**src/rtl/gemm_sched_pkg.sv**
```systemverilog
// Shared definitions for the GEMM tile scheduler: default widths and FSM state encoding.
package gemm_sched_pkg;

   localparam int DEF_DIM_W = 16;
   localparam int DEF_CNT_W = 32;

   typedef enum logic [2:0] {
      S_IDLE,
      S_LD_REQ,
      S_LD_WAIT,
      S_CMP,
      S_CMP_WAIT,
      S_ST_REQ,
      S_ST_WAIT,
      S_FIN
   } sched_state_t;

endpackage

```
**src/rtl/gemm_tile_scheduler_idx.sv**
```systemverilog
// Nested tile index counter: k innermost, then n, then m outermost.
module tile_idx_counter #(
   parameter int W = 16
) (
   input  logic         clk,
   input  logic         rst,
   input  logic         clr,
   input  logic         inc_k,
   input  logic         inc_mn,
   input  logic [W-1:0] dim_m,
   input  logic [W-1:0] dim_n,
   input  logic [W-1:0] dim_k,
   output logic [W-1:0] idx_m,
   output logic [W-1:0] idx_n,
   output logic [W-1:0] idx_k,
   output logic         last_k,
   output logic         last_tile
);

   logic [W-1:0] r_m, r_n, r_k;
   logic         w_last_m, w_last_n;

   assign w_last_m  = (r_m == dim_m - W'(1));
   assign w_last_n  = (r_n == dim_n - W'(1));
   assign last_k    = (r_k == dim_k - W'(1));
   assign last_tile = w_last_m && w_last_n;

   // After the final tile n wraps to 0 while m parks on its last row.
   always_ff @(posedge clk or posedge rst) begin
      if (rst) begin
         r_m <= '0;
         r_n <= '0;
         r_k <= '0;
      end else if (clr) begin
         r_m <= '0;
         r_n <= '0;
         r_k <= '0;
      end else if (inc_mn) begin
         r_k <= '0;
         if (!w_last_n) begin
            r_n <= r_n + W'(1);
         end else begin
            r_n <= '0;
            if (!w_last_m) r_m <= r_m + W'(1);
         end
      end else if (inc_k) begin
         r_k <= r_k + W'(1);
      end
   end

   assign idx_m = r_m;
   assign idx_n = r_n;
   assign idx_k = r_k;

endmodule

```
**src/rtl/gemm_tile_scheduler.sv**
```systemverilog
// Sequences load / compute / store handshakes over an mt x nt x kt tile job.
module gemm_tile_scheduler
   import gemm_sched_pkg::*;
#(
   parameter int DIM_W = DEF_DIM_W,
   parameter int CNT_W = DEF_CNT_W
) (
   input  logic             clk,
   input  logic             rst,
   input  logic [DIM_W-1:0] cfg_mt,
   input  logic [DIM_W-1:0] cfg_nt,
   input  logic [DIM_W-1:0] cfg_kt,
   input  logic             start,
   input  logic             abort,
   output logic             busy,
   output logic             done,
   output logic             err,
   output logic [DIM_W-1:0] tile_m,
   output logic [DIM_W-1:0] tile_n,
   output logic [DIM_W-1:0] tile_k,
   output logic             ld_valid,
   input  logic             ld_ready,
   input  logic             ld_done,
   output logic             cmp_start,
   output logic             cmp_clr,
   input  logic             cmp_done,
   output logic             st_valid,
   input  logic             st_ready,
   input  logic             st_done,
   output logic [CNT_W-1:0] cyc_cnt
);

   sched_state_t     r_state, w_state_next;
   logic [DIM_W-1:0] r_mt, r_nt, r_kt;
   logic             r_busy, r_done, r_err;
   logic             r_ld_valid, r_cmp_start, r_cmp_clr, r_st_valid;
   logic [CNT_W-1:0] r_cyc_cnt;
   logic             w_cfg_zero, w_clr, w_inc_k, w_inc_mn, w_err_next;
   logic             w_last_k, w_last_tile;
   logic [DIM_W-1:0] w_tile_m, w_tile_n, w_tile_k;

   assign w_cfg_zero = (cfg_mt == '0) || (cfg_nt == '0) || (cfg_kt == '0);

   tile_idx_counter #(.W(DIM_W)) u_idx (
      .clk       (clk),
      .rst       (rst),
      .clr       (w_clr),
      .inc_k     (w_inc_k),
      .inc_mn    (w_inc_mn),
      .dim_m     (r_mt),
      .dim_n     (r_nt),
      .dim_k     (r_kt),
      .idx_m     (w_tile_m),
      .idx_n     (w_tile_n),
      .idx_k     (w_tile_k),
      .last_k    (w_last_k),
      .last_tile (w_last_tile)
   );

   always_ff @(posedge clk or posedge rst) begin
      if (rst) r_state <= S_IDLE;
      else     r_state <= w_state_next;
   end

   always_ff @(posedge clk or posedge rst) begin
      if (rst) begin
         r_mt <= '0;
         r_nt <= '0;
         r_kt <= '0;
      end else if (r_state == S_IDLE && start) begin
         r_mt <= cfg_mt;
         r_nt <= cfg_nt;
         r_kt <= cfg_kt;
      end
   end

   // abort wins over every handshake and done input in a busy state.
   always_comb begin
      w_state_next = r_state;
      w_clr        = 1'b0;
      w_inc_k      = 1'b0;
      w_inc_mn     = 1'b0;
      w_err_next   = 1'b0;
      if (r_state != S_IDLE && abort) begin
         w_state_next = S_IDLE;
      end else begin
         case (r_state)
            S_IDLE: begin
               if (start) begin
                  if (w_cfg_zero) begin
                     w_err_next = 1'b1;
                  end else begin
                     w_clr        = 1'b1;
                     w_state_next = S_LD_REQ;
                  end
               end
            end
            S_LD_REQ:  if (ld_ready) w_state_next = S_LD_WAIT;
            S_LD_WAIT: if (ld_done)  w_state_next = S_CMP;
            S_CMP:     w_state_next = S_CMP_WAIT;
            S_CMP_WAIT: begin
               if (cmp_done) begin
                  if (!w_last_k) begin
                     w_inc_k      = 1'b1;
                     w_state_next = S_LD_REQ;
                  end else begin
                     w_state_next = S_ST_REQ;
                  end
               end
            end
            S_ST_REQ:  if (st_ready) w_state_next = S_ST_WAIT;
            S_ST_WAIT: begin
               if (st_done) begin
                  w_inc_mn     = 1'b1;
                  w_state_next = w_last_tile ? S_FIN : S_LD_REQ;
               end
            end
            S_FIN:     w_state_next = S_IDLE;
            default:   w_state_next = S_IDLE;
         endcase
      end
   end

   // Outputs are registered from the next state so they change only on clock edges.
   always_ff @(posedge clk or posedge rst) begin
      if (rst) begin
         r_busy      <= 1'b0;
         r_done      <= 1'b0;
         r_err       <= 1'b0;
         r_ld_valid  <= 1'b0;
         r_cmp_start <= 1'b0;
         r_cmp_clr   <= 1'b0;
         r_st_valid  <= 1'b0;
         r_cyc_cnt   <= '0;
      end else begin
         r_busy      <= (w_state_next != S_IDLE);
         r_done      <= (w_state_next == S_FIN);
         r_err       <= w_err_next;
         r_ld_valid  <= (w_state_next == S_LD_REQ);
         r_cmp_start <= (w_state_next == S_CMP);
         r_cmp_clr   <= (w_state_next == S_CMP) && (w_tile_k == '0);
         r_st_valid  <= (w_state_next == S_ST_REQ);
         if (w_clr) begin
            r_cyc_cnt <= '0;
         end else if (r_state != S_IDLE && r_cyc_cnt != '1) begin
            r_cyc_cnt <= r_cyc_cnt + CNT_W'(1);
         end
      end
   end

   assign busy      = r_busy;
   assign done      = r_done;
   assign err       = r_err;
   assign ld_valid  = r_ld_valid;
   assign cmp_start = r_cmp_start;
   assign cmp_clr   = r_cmp_clr;
   assign st_valid  = r_st_valid;
   assign cyc_cnt   = r_cyc_cnt;
   assign tile_m    = w_tile_m;
   assign tile_n    = w_tile_n;
   assign tile_k    = w_tile_k;

endmodule

```
**config.mk**
```make
export PLATFORM = sky130hd
export DESIGN_NAME = gemm_tile_scheduler
export DESIGN_NICKNAME = d
export VERILOG_FILES = /design/src/rtl/gemm_sched_pkg.sv /design/src/rtl/gemm_tile_scheduler_idx.sv /design/src/rtl/gemm_tile_scheduler.sv
export SDC_FILE = /design/constraint.sdc
export NUM_CORES = 1
export LEC_CHECK = 0
export ABC_AREA = 1
export CORE_ASPECT_RATIO = 1.5
export CORE_MARGIN = 2
export CORE_UTILIZATION = 43
export CTS_CLUSTER_DIAMETER = 150
export CTS_CLUSTER_SIZE = 16
export DETAILED_ROUTE_END_ITERATION = 8
export PLACE_DENSITY_LB_ADDON = 0.1
export SYNTH_ARGS = -nofsm -noshare
export SYNTH_HDL_FRONTEND = slang
export SYNTH_SLANG_ARGS = --single-unit
```
**constraint.sdc**
```tcl
create_clock -name clk -period 4.1 [get_ports clk]
set_input_delay 0.615 -clock clk [delete_from_list [all_inputs] [get_ports clk]]
set_output_delay 0.615 -clock clk [all_outputs]
set_load 0.1 [all_outputs]
```
Word level (Yosys, flattened, before mapping)
Index checks and enable logic that the tools add are counted.
{ "op_classes": {"reduce_logical": 19, "n_mux": 38, "eq_ne": 16, "addsub": 7} }
{ "ops": {"columns": ["op", "n"], "rows": [
  ["$mux 16", 10],
  ["$logic_not 16->1", 4],
  ["$mux 32", 2],
  ["$add 16x1->16 const B", 3],
  ["$eq 16x16->1", 3],
  ["$sub 16x1->16 const B", 3],
  ["$add 32x1->32 const B", 1],
  ["$ne 32x32->1 const B", 1],
  ["$mux 3", 10],
  ["$pmux 3 s8", 1],
  ["$eq 3x3->1 const B", 6],
  ["$mux 1", 15],
  ["$eq 3x2->1 const B", 3],
  ["$reduce_bool 3->1", 3],
  ["$eq 3x1->1 const B", 2],
  ["$reduce_bool 2->1", 3],
  ["$logic_and 1x1->1", 5],
  ["$logic_not 3->1", 1],
  ["$reduce_and 3->1", 1],
  ["$logic_or 1x1->1", 2],
  ["$ne 2x1->1 const B", 1]
]} }
{ "totals": {"ff_bits": 138, "inputBits": 57} }

Depth between registers and ports, before layout
Gate-level depths: netlist (run 1).
{ "logic_depth": {"ltp_word": 9, "mapped_depth": 20, "depth_no_buf": 20} }

Cells and area by module
Synthesis (run 1) repeated with hierarchy kept, for this count alone.
{ "unflattened": {"hier_cells": 1390, "area_unflattened_um2": 9283.9} }
{ "modules_own_cells": {"columns": ["mod", "cells_per_inst", "n_inst", "area_per_inst_um2"], "rows": [
  ["gemm_tile_scheduler", 669, 1, 4819.6],
  ["tile_idx_counter", 721, 1, 4464.3]
]} }

Worst setup path after synthesis (run 1)
No wires, ideal clock.
{ "synth_path": {"kind": "register -> register", "start": "register u_idx.r_n[2] (netlist: u_idx.idx_n[2])", "end": "register u_idx.r_n[15] (netlist: u_idx.idx_n[15])", "setup_slack_ns": 1.233, "setup_time_ns": 0.133, "path_stages_with_launch": 14, "period_less_slack_ns": 2.867, "arrival_ns": 2.734, "cell_sequence": "dfrtp_1 -> inv_1 -> nor3_2 -> nand3_1 -> nor2_1 -> nand2_1 -> nor2_1 -> nand3_1 -> nor2_1 -> nand2_1 -> nor2_1 -> nand3_1 -> o21ai_0 -> a21oi_1"} }
{ "synth_via": {"elab_chain_len": 4, "elab_cells_between_ends": 5, "cone_classes": "1 x add/sub; 1 x eq/ne; 3 x mux"} }
{ "synth_lines": {"columns": ["item", "line", "rtl"], "rows": [
  ["from (decl)", "gemm_tile_scheduler_idx.sv:20", "logic [W-1:0] r_m, r_n, r_k;"],
  ["from (signal assigned)", "gemm_tile_scheduler_idx.sv:41", "r_n <= r_n + W'(1);"],
  ["$add 16x1->16 / $eq 16x16->1 (equally long branches)", "gemm_tile_scheduler_idx.sv:41, gemm_tile_scheduler_idx.sv:24", null],
  ["$mux 16 *", "gemm_tile_scheduler_idx.sv:40", "if (!w_last_n) begin"],
  ["$mux 16 *", "gemm_tile_scheduler_idx.sv:38", "end else if (inc_mn) begin"],
  ["$mux 16 *", "gemm_tile_scheduler_idx.sv:34", "end else if (clr) begin"]
]} }
Mark *: on every way between the ends. The rest lies on a longest branch, timed or not. The select of a mux whose other input is x is not followed.
A chain may end at the register's enable or synchronous reset.

Worst setup path in the final report (run 1)
{ "layout_path": {"start": "input cfg_mt[12]", "end": "register u_idx.r_n[7] (netlist: u_idx.idx_n[7])"} }
{ "layout_via": {"elab_chain_len": 8, "elab_cells_between_ends": 9, "cone_classes": "5 x mux; 4 x reduce/logical"} }
{ "layout_lines": {"columns": ["item", "line", "rtl"], "rows": [
  ["from (decl)", "gemm_tile_scheduler.sv:10", "input logic [DIM_W-1:0] cfg_mt,"],
  ["$logic_not 16->1 *", "gemm_tile_scheduler.sv:42", "assign w_cfg_zero = (cfg_mt == '0) || (cfg_nt == '0) || (cfg_kt == '0);"],
  ["$logic_or 1x1->1 * (2 in series)", "gemm_tile_scheduler.sv:42", null],
  ["$mux 1 *", "gemm_tile_scheduler.sv:90", "if (w_cfg_zero) begin"],
  ["$mux 1 *", "gemm_tile_scheduler.sv:89", "if (start) begin"],
  ["$mux 1 *", "gemm_tile_scheduler.sv:87", "case (r_state)"],
  ["$mux 1 *", "gemm_tile_scheduler.sv:84", "if (r_state != S_IDLE && abort) begin"],
  ["$mux 16 / $reduce_bool 2->1 (equally long branches)", null, null]
]} }
Mark *: on every way between the ends. The rest lies on a longest branch, timed or not.

==> reports/qor.txt, run 1 <==
mean post-synth cell area -> 6.951 µm²
share of layout cells above drive strength 1 -> 0.04561
design area -> 11270 µm²
Num Clock Sinks -> 138
Slew Limit Fails -> 0
leak pwr -> 4.959 nW
row count -> 64
HP Start -> r_kt[15]
placed cells -> 1679
Core Region -> 20420 µm²
Final period util -> 0.7218
combinational share of power -> 0.506
maxcap violations -> 0
TNS Setup -> 0 ps
drt drc -> 0
Hold Vio Cnt, Final -> 0
Area after DPL -> 10690 µm²
WL final -> 26.95 mm
Critical R2R Launch -> r_nt[0]
Yosys reg bits -> 138
io pins -> 144
Syn Inst Count -> 1293
min cycle time layout -> 2959 ps
PortBufs -> 143
DIE HEIGHT -> 181.1 µm
Hold Path End -> r_kt[15]
register share of total power -> 0.287
P_sw -> 0.003677 W
Worst slew margin -> 0.3234
largest net degree at the start of global routing -> 90
status -> completed
critical path fanouts, max -> 9
number of synthesized flops with an enable pin -> 0
Clk pwr share -> 0.207
final non-filler cell total -> 1711
Initial Util -> 0.4401
CTS Buffer Depth -> 2
Worst Setup End Kind -> flop
distinct cell type count after synthesis -> 43
Iter 0 DRT Violations -> 451
pwr dens -> 656.6 nW/µm²
number of global-route vias before repair -> 8660
total number of yosys warnings -> 0
Worst Path Required -> 4430 ps
CTS tree -> done
CTS Hold Bufs -> 0
Final Power -> 0.007401 W
r2r endpoint -> u_idx.idx_m[5]
skew final -> 9.849 ps
critical path arrival -> 3290 ps
total global-route track usage -> 0.2483
Die W -> 122.0 µm
Int Power -> 0.003724 W
R2R cell count -> 12
unrepaired setup endpoints after global routing -> no
worst hold path class -> reg2reg
DR WL/cell -> 15.75 µm
Antenna Nets Post-Route -> 0
Resized cells post-CTS -> 0
reg2reg setup slack -> 1220 ps
worst slew pin tran -> 1012 ps
postcts setup bufs -> 0
Via Count -> 8963
drt first pass iters -> 8
Synth Cell Area -> 8987 µm²
sequential fraction of the synthesis area -> 0.3842
setup violators final -> 0
main flop type after synthesis -> dfrtp_1
Async SR Flop Fraction -> 1.000
Startpoint Class -> input pin
n_diodes -> 0
worst hold path depth -> 2
CTS Root Cell -> clkbuf_16
Clock Latency Late Sink -> 440 ps
area grow syn2layout -> 25.42%
Sw Share -> 0.4968
DIE AREA -> 22100 µm²
Achievable Freq -> 337.9 MHz
vias per cell -> 5.238
cts bufs inserted -> 17
Detailed Place HPWL -> 20.37 mm
CTS HTree Levels -> 4
gr ovfl total -> 0
Setup CP Type -> in2reg
global-route wire length before repair -> 43.08 mm
clk slew on worst S/H paths -> 60 ps
antenna violations before repair -> 0
syn nets -> 1358
worst vdd ir -> 0.0006638 V
routability cong. -> 0.8827
Final nets -> 1499
[routing by layer]
metal | vias to the layer above | wire, µm | share of wire | track usage
met2 | 216 | 14040 | 0.52 | 0.4492
met1 | 4222 | 11080 | 0.41 | 0.2909
met4 | 0 | 631 | 0.023 | 0.08598
li1 | 4481 | - | - | -
met5 | - | 0 | 0 | 0
met3 | 44 | 1202 | 0.045 | 0.04293
[cells by family after synthesis]
logic type	count (synthesis)	share of synthesized area
AND/OR/NAND/NOR	737	0.3634
buffers and inverters	191	0.08186
AO/OA/AOI/OAI	145	0.08729
flip-flops	138	0.3842
XOR/XNOR	74	0.07212
adder cells (fa/ha/maj)	8	0.01114
[power by group through the flow]
| stage | Clock [W] | Sequential, W | Combinational [W] |
|---|---|---|---|
| final | 0.00153 | 0.00212 | 0.00375 |
| after global routing | 0.00162 | 0.00217 | 0.00414 |
| after CTS | 0.00156 | 0.00212 | 0.00376 |
| after detailed placement | 0 | 0.00213 | 0.00374 |
| after global placement | 0 | 0.00214 | 0.00370 |
| after floorplan | 0 | 0.00271 | 0.00223 |
[per-stage QoR]
| step | worst slack, ps | utilization | hold WS [ps] |
|---|---|---|---|
| global route | 964.2 | 0.5520 | 542.9 |
| detailed placement | 728.4 | 0.5237 | 511.4 |
| floorplan | 1233 | - | 469.2 |
| CTS | 1159 | 0.5520 | 527.0 |
| global placement | 725.6 | 0.5237 | 486.5 |
| finish | 1141 | 0.5520 | 517.6 |
[synth_stat cells, drive strengths merged, types with 8 or more instances]
cell type	number	share of area
a21oi	30	0.017
nand2	364	0.15
ha	8	0.011
nand4	30	0.021
dfrtp	138	0.38
nand3b	16	0.013
xor2	46	0.045
buf	8	0.0054
xnor2	28	0.027
nor3	41	0.024
clkbuf	19	0.0079
nand3	96	0.059
o21ai	89	0.050
inv	163	0.068
o22ai	12	0.0084
nor2	157	0.069
nor4	25	0.017
[cell usage in the layout (no fill, tap or decap), drive strengths merged, types with 20 or more instances in the layout]
cell type	netlist	layout
a21oi	30	30
clkbuf	19	20
clkdlybuf4s50	0	143
dfrtp	138	138
inv	163	166
nand2	364	364
nand3	96	96
nand4	30	30
nor2	157	157
nor3	41	41
nor4	25	25
o21ai	89	89
xnor2	28	28
xor2	46	46
[flip-flops by register name, summed over array words and instances, names as in the netlist, 3 cells and up]
signal,cells
r_mt,16
r_state,3
cyc_cnt,32
r_nt,16
u_idx.idx_k,16
r_kt,16
u_idx.idx_m,16
u_idx.idx_n,16
[worst max-delay path by stage]
stage | from | end | slack, ps | cells past startpoint
after floorplan | u_idx.idx_n[2] | u_idx.idx_n[15] | 1230 | 13
after global placement | cfg_kt[12] | u_idx.idx_n[8] | 730 | 8
after detailed placement | cfg_kt[12] | u_idx.idx_n[7] | 730 | 8
after CTS | cfg_kt[12] | u_idx.idx_n[7] | 1160 | 8
after global routing | r_kt[0] | u_idx.idx_k[4] | 960 | 14
final | cfg_mt[12] | u_idx.idx_n[7] | 1140 | 8
[final cells by class]
class,instances,area [µm²]
clock buffers,20,466.7
multi-input cells,964,4801
fillers,2042,9148
repair buffers,149,1489
flip-flops and latches,138,3453
clock inverters,12,112.6
inverters,164,619.3
well taps,264,330.3
[worst max-delay path, cell delays in order]
cell             delay [ps]
clkdlybuf4s50_1         430
nor4_1                  760
nand4_1                 330
nand3_1                 210
nor2_2                   60
nor2_2                  270
nand2_1                 290
o32ai_1                 310
(Power assumes the default switching activity.)
==> run 2, diff against run 1 <==
==> constraint.sdc (replaced) <==
create_clock -name clk -period 2.5 [get_ports clk]
set_input_delay 0.375 -clock clk [delete_from_list [all_inputs] [get_ports clk]]
set_output_delay 0.375 -clock clk [all_outputs]
set_load 0.1 [all_outputs]
==> reports/qor.txt, run 2 (synthesis results as in run 1) <==
Achievable Freq -> 419.1 MHz
Worst slew margin -> 0.5714
Clock Latency Late Sink -> 440 ps
gr ovfl total -> 0
worst setup path endpoint -> cmp_clr
reg2reg setup slack -> 110 ps
Die W -> 122.0 µm
worst vdd ir -> 0.0009761 V
global-route wire length before repair -> 44.02 mm
final core utilization -> 0.5779
worst setup path startpoint -> r_nt[2]
Final period util -> 0.9544
status -> completed
min cycle time layout -> 2386 ps
Core Region -> 20420 µm²
cts bufs inserted -> 17
Final nets -> 1554
CTS Hold Bufs -> 0
Setup WS post-layout -> 114.0 ps
CTS tree -> done
share of layout cells above drive strength 1 -> 0.1618
clk slew on worst S/H paths -> 60 ps
DIE AREA -> 22100 µm²
PortBufs -> 143
WL final -> 27.28 mm
maxcap violations -> 0
Detailed Place HPWL -> 20.96 mm
Iter 0 DRT Violations -> 467
DIE HEIGHT -> 181.1 µm
unrepaired setup endpoints after global routing -> yes
row count -> 64
setup violators final -> 0
DR WL/cell -> 15.45 µm
R2R cell count -> 16
largest net degree at the start of global routing -> 89
n_diodes -> 0
pwr dens -> 1125 nW/µm²
total global-route track usage -> 0.2529
max reg flops -> 32
Antenna Nets Post-Route -> 0
area grow syn2layout -> 31.31%
Worst Path Required -> 2870 ps
drt first pass iters -> 5
antenna violations before repair -> 0
Setup CP Type -> reg2reg
leak pwr -> 5.483 nW
TNS Setup -> 0 ps
drt drc -> 0
routability cong. -> 0.8940
Critical R2R Launch -> r_nt[2]
CTS Buffer Depth -> 2
worst slew pin tran -> 637.0 ps
Via Count -> 9173
number of global-route vias before repair -> 9179
CTS Root Cell -> clkbuf_16
Startpoint Class -> flop
Worst Setup End Kind -> flop
r2r endpoint -> cmp_clr
skew final -> 8.256 ps
worst hold path class -> in2async
io pins -> 144
critical path fanouts, max -> 6
Slew Limit Fails -> 0
Hold Vio Cnt, Final -> 0
CTS HTree Levels -> 4
vias per cell -> 5.194
critical path arrival -> 2750 ps
commonest non-fill, non-tap cells in the layout -> 359 x nand2_1, 153 x inv_1, 144 x buf_4, 140 x nor2_1, 125 x dfrtp_1
Place WS -> -369.1 ps
Initial Util -> 0.4401
commonest non-fill, non-tap cell in the layout -> nand2_1
Num Clock Sinks -> 138
## run 2: changes by cell type in the layout (fill, tap and decap cells not counted), sizes merged, moves of 3 or more
cell,previous run,this run
bufinv,1,7
clkdlybuf4s50,143,56
inv,166,163
buf,6,148
clkinv,6,3
## run 2: report_power, final
part | internal, W | switching, W | total [W]
Clock | 0.00206 | 0.00103 | 0.00308
Sequential | 0.00281 | 0.000670 | 0.00348
Combinational | 0.00220 | 0.00452 | 0.00672
## run 2: worst min path at each step
stage | startpoint | to | cells after the start
after detailed placement | r_mt[15] | r_mt[15] | 2
after global routing | rst | u_idx.idx_n[10] | 2
after floorplan | r_kt[15] | r_kt[15] | 2
after CTS | rst | u_idx.idx_n[10] | 2
after global placement | r_mt[15] | r_mt[15] | 2
final | rst | u_idx.idx_n[10] | 2
## run 2: metrics by stage
stage / hold slack [ps] / area, µm² / total power [W] / std cells
after CTS: 275.8 / 11660 / 0.01312 / 1766
after detailed placement: 496.7 / 10940 / 0.009983 / 1734
after floorplan: 469.2 / 9006 / 0.008103 / 1293
after global placement: 486.4 / 10940 / 0.009898 / 1734
after global routing: 316.1 / 11800 / 0.01421 / 1766
final: 281.7 / 11800 / 0.01328 / 1766
## run 2: cell type report
cell class / instances / area (µm²)
sequential: 138 / 3470
multi-input combinational: 964 / 4950
tap: 264 / 330.3
fill: 1959 / 8618
inverter: 164 / 619.3
clock inverter: 10 / 236.5
timing repair buffer: 204 / 1722
clock buffer: 22 / 474.2
## run 2: layer usage
layer  vias up  GRT usage  share of wire
met5         -          0              0
met4         0     0.1071          0.034
met3        71    0.04798          0.047
li1       4590          -              -
met1      4263     0.2871           0.40
met2       249     0.4550           0.52
## run 2: worst max-delay path, stage by stage (launching register included)
cell,delay (ps)
dfrtp_1,400
inv_2,130
nand2_1,80
nor2_2,190
nand2_1,110
buf_4,160
nand2_1,50
nand3_1,110
nand2_1,90
nor2_1,40
nand3_1,150
nor2_4,70
nand2_1,80
nand2_1,70
a21oi_1,260
nand4_1,210
nor2_1,130
## run 2: what timing repair did
| item | CTS | global route |
|---|---|---|
| endpoints found under the setup margin | 10 | 46 |
| resized for setup | 2 | 35 |
| pin swaps | 0 | 3 |
| buffers inserted | 0 | 0 |
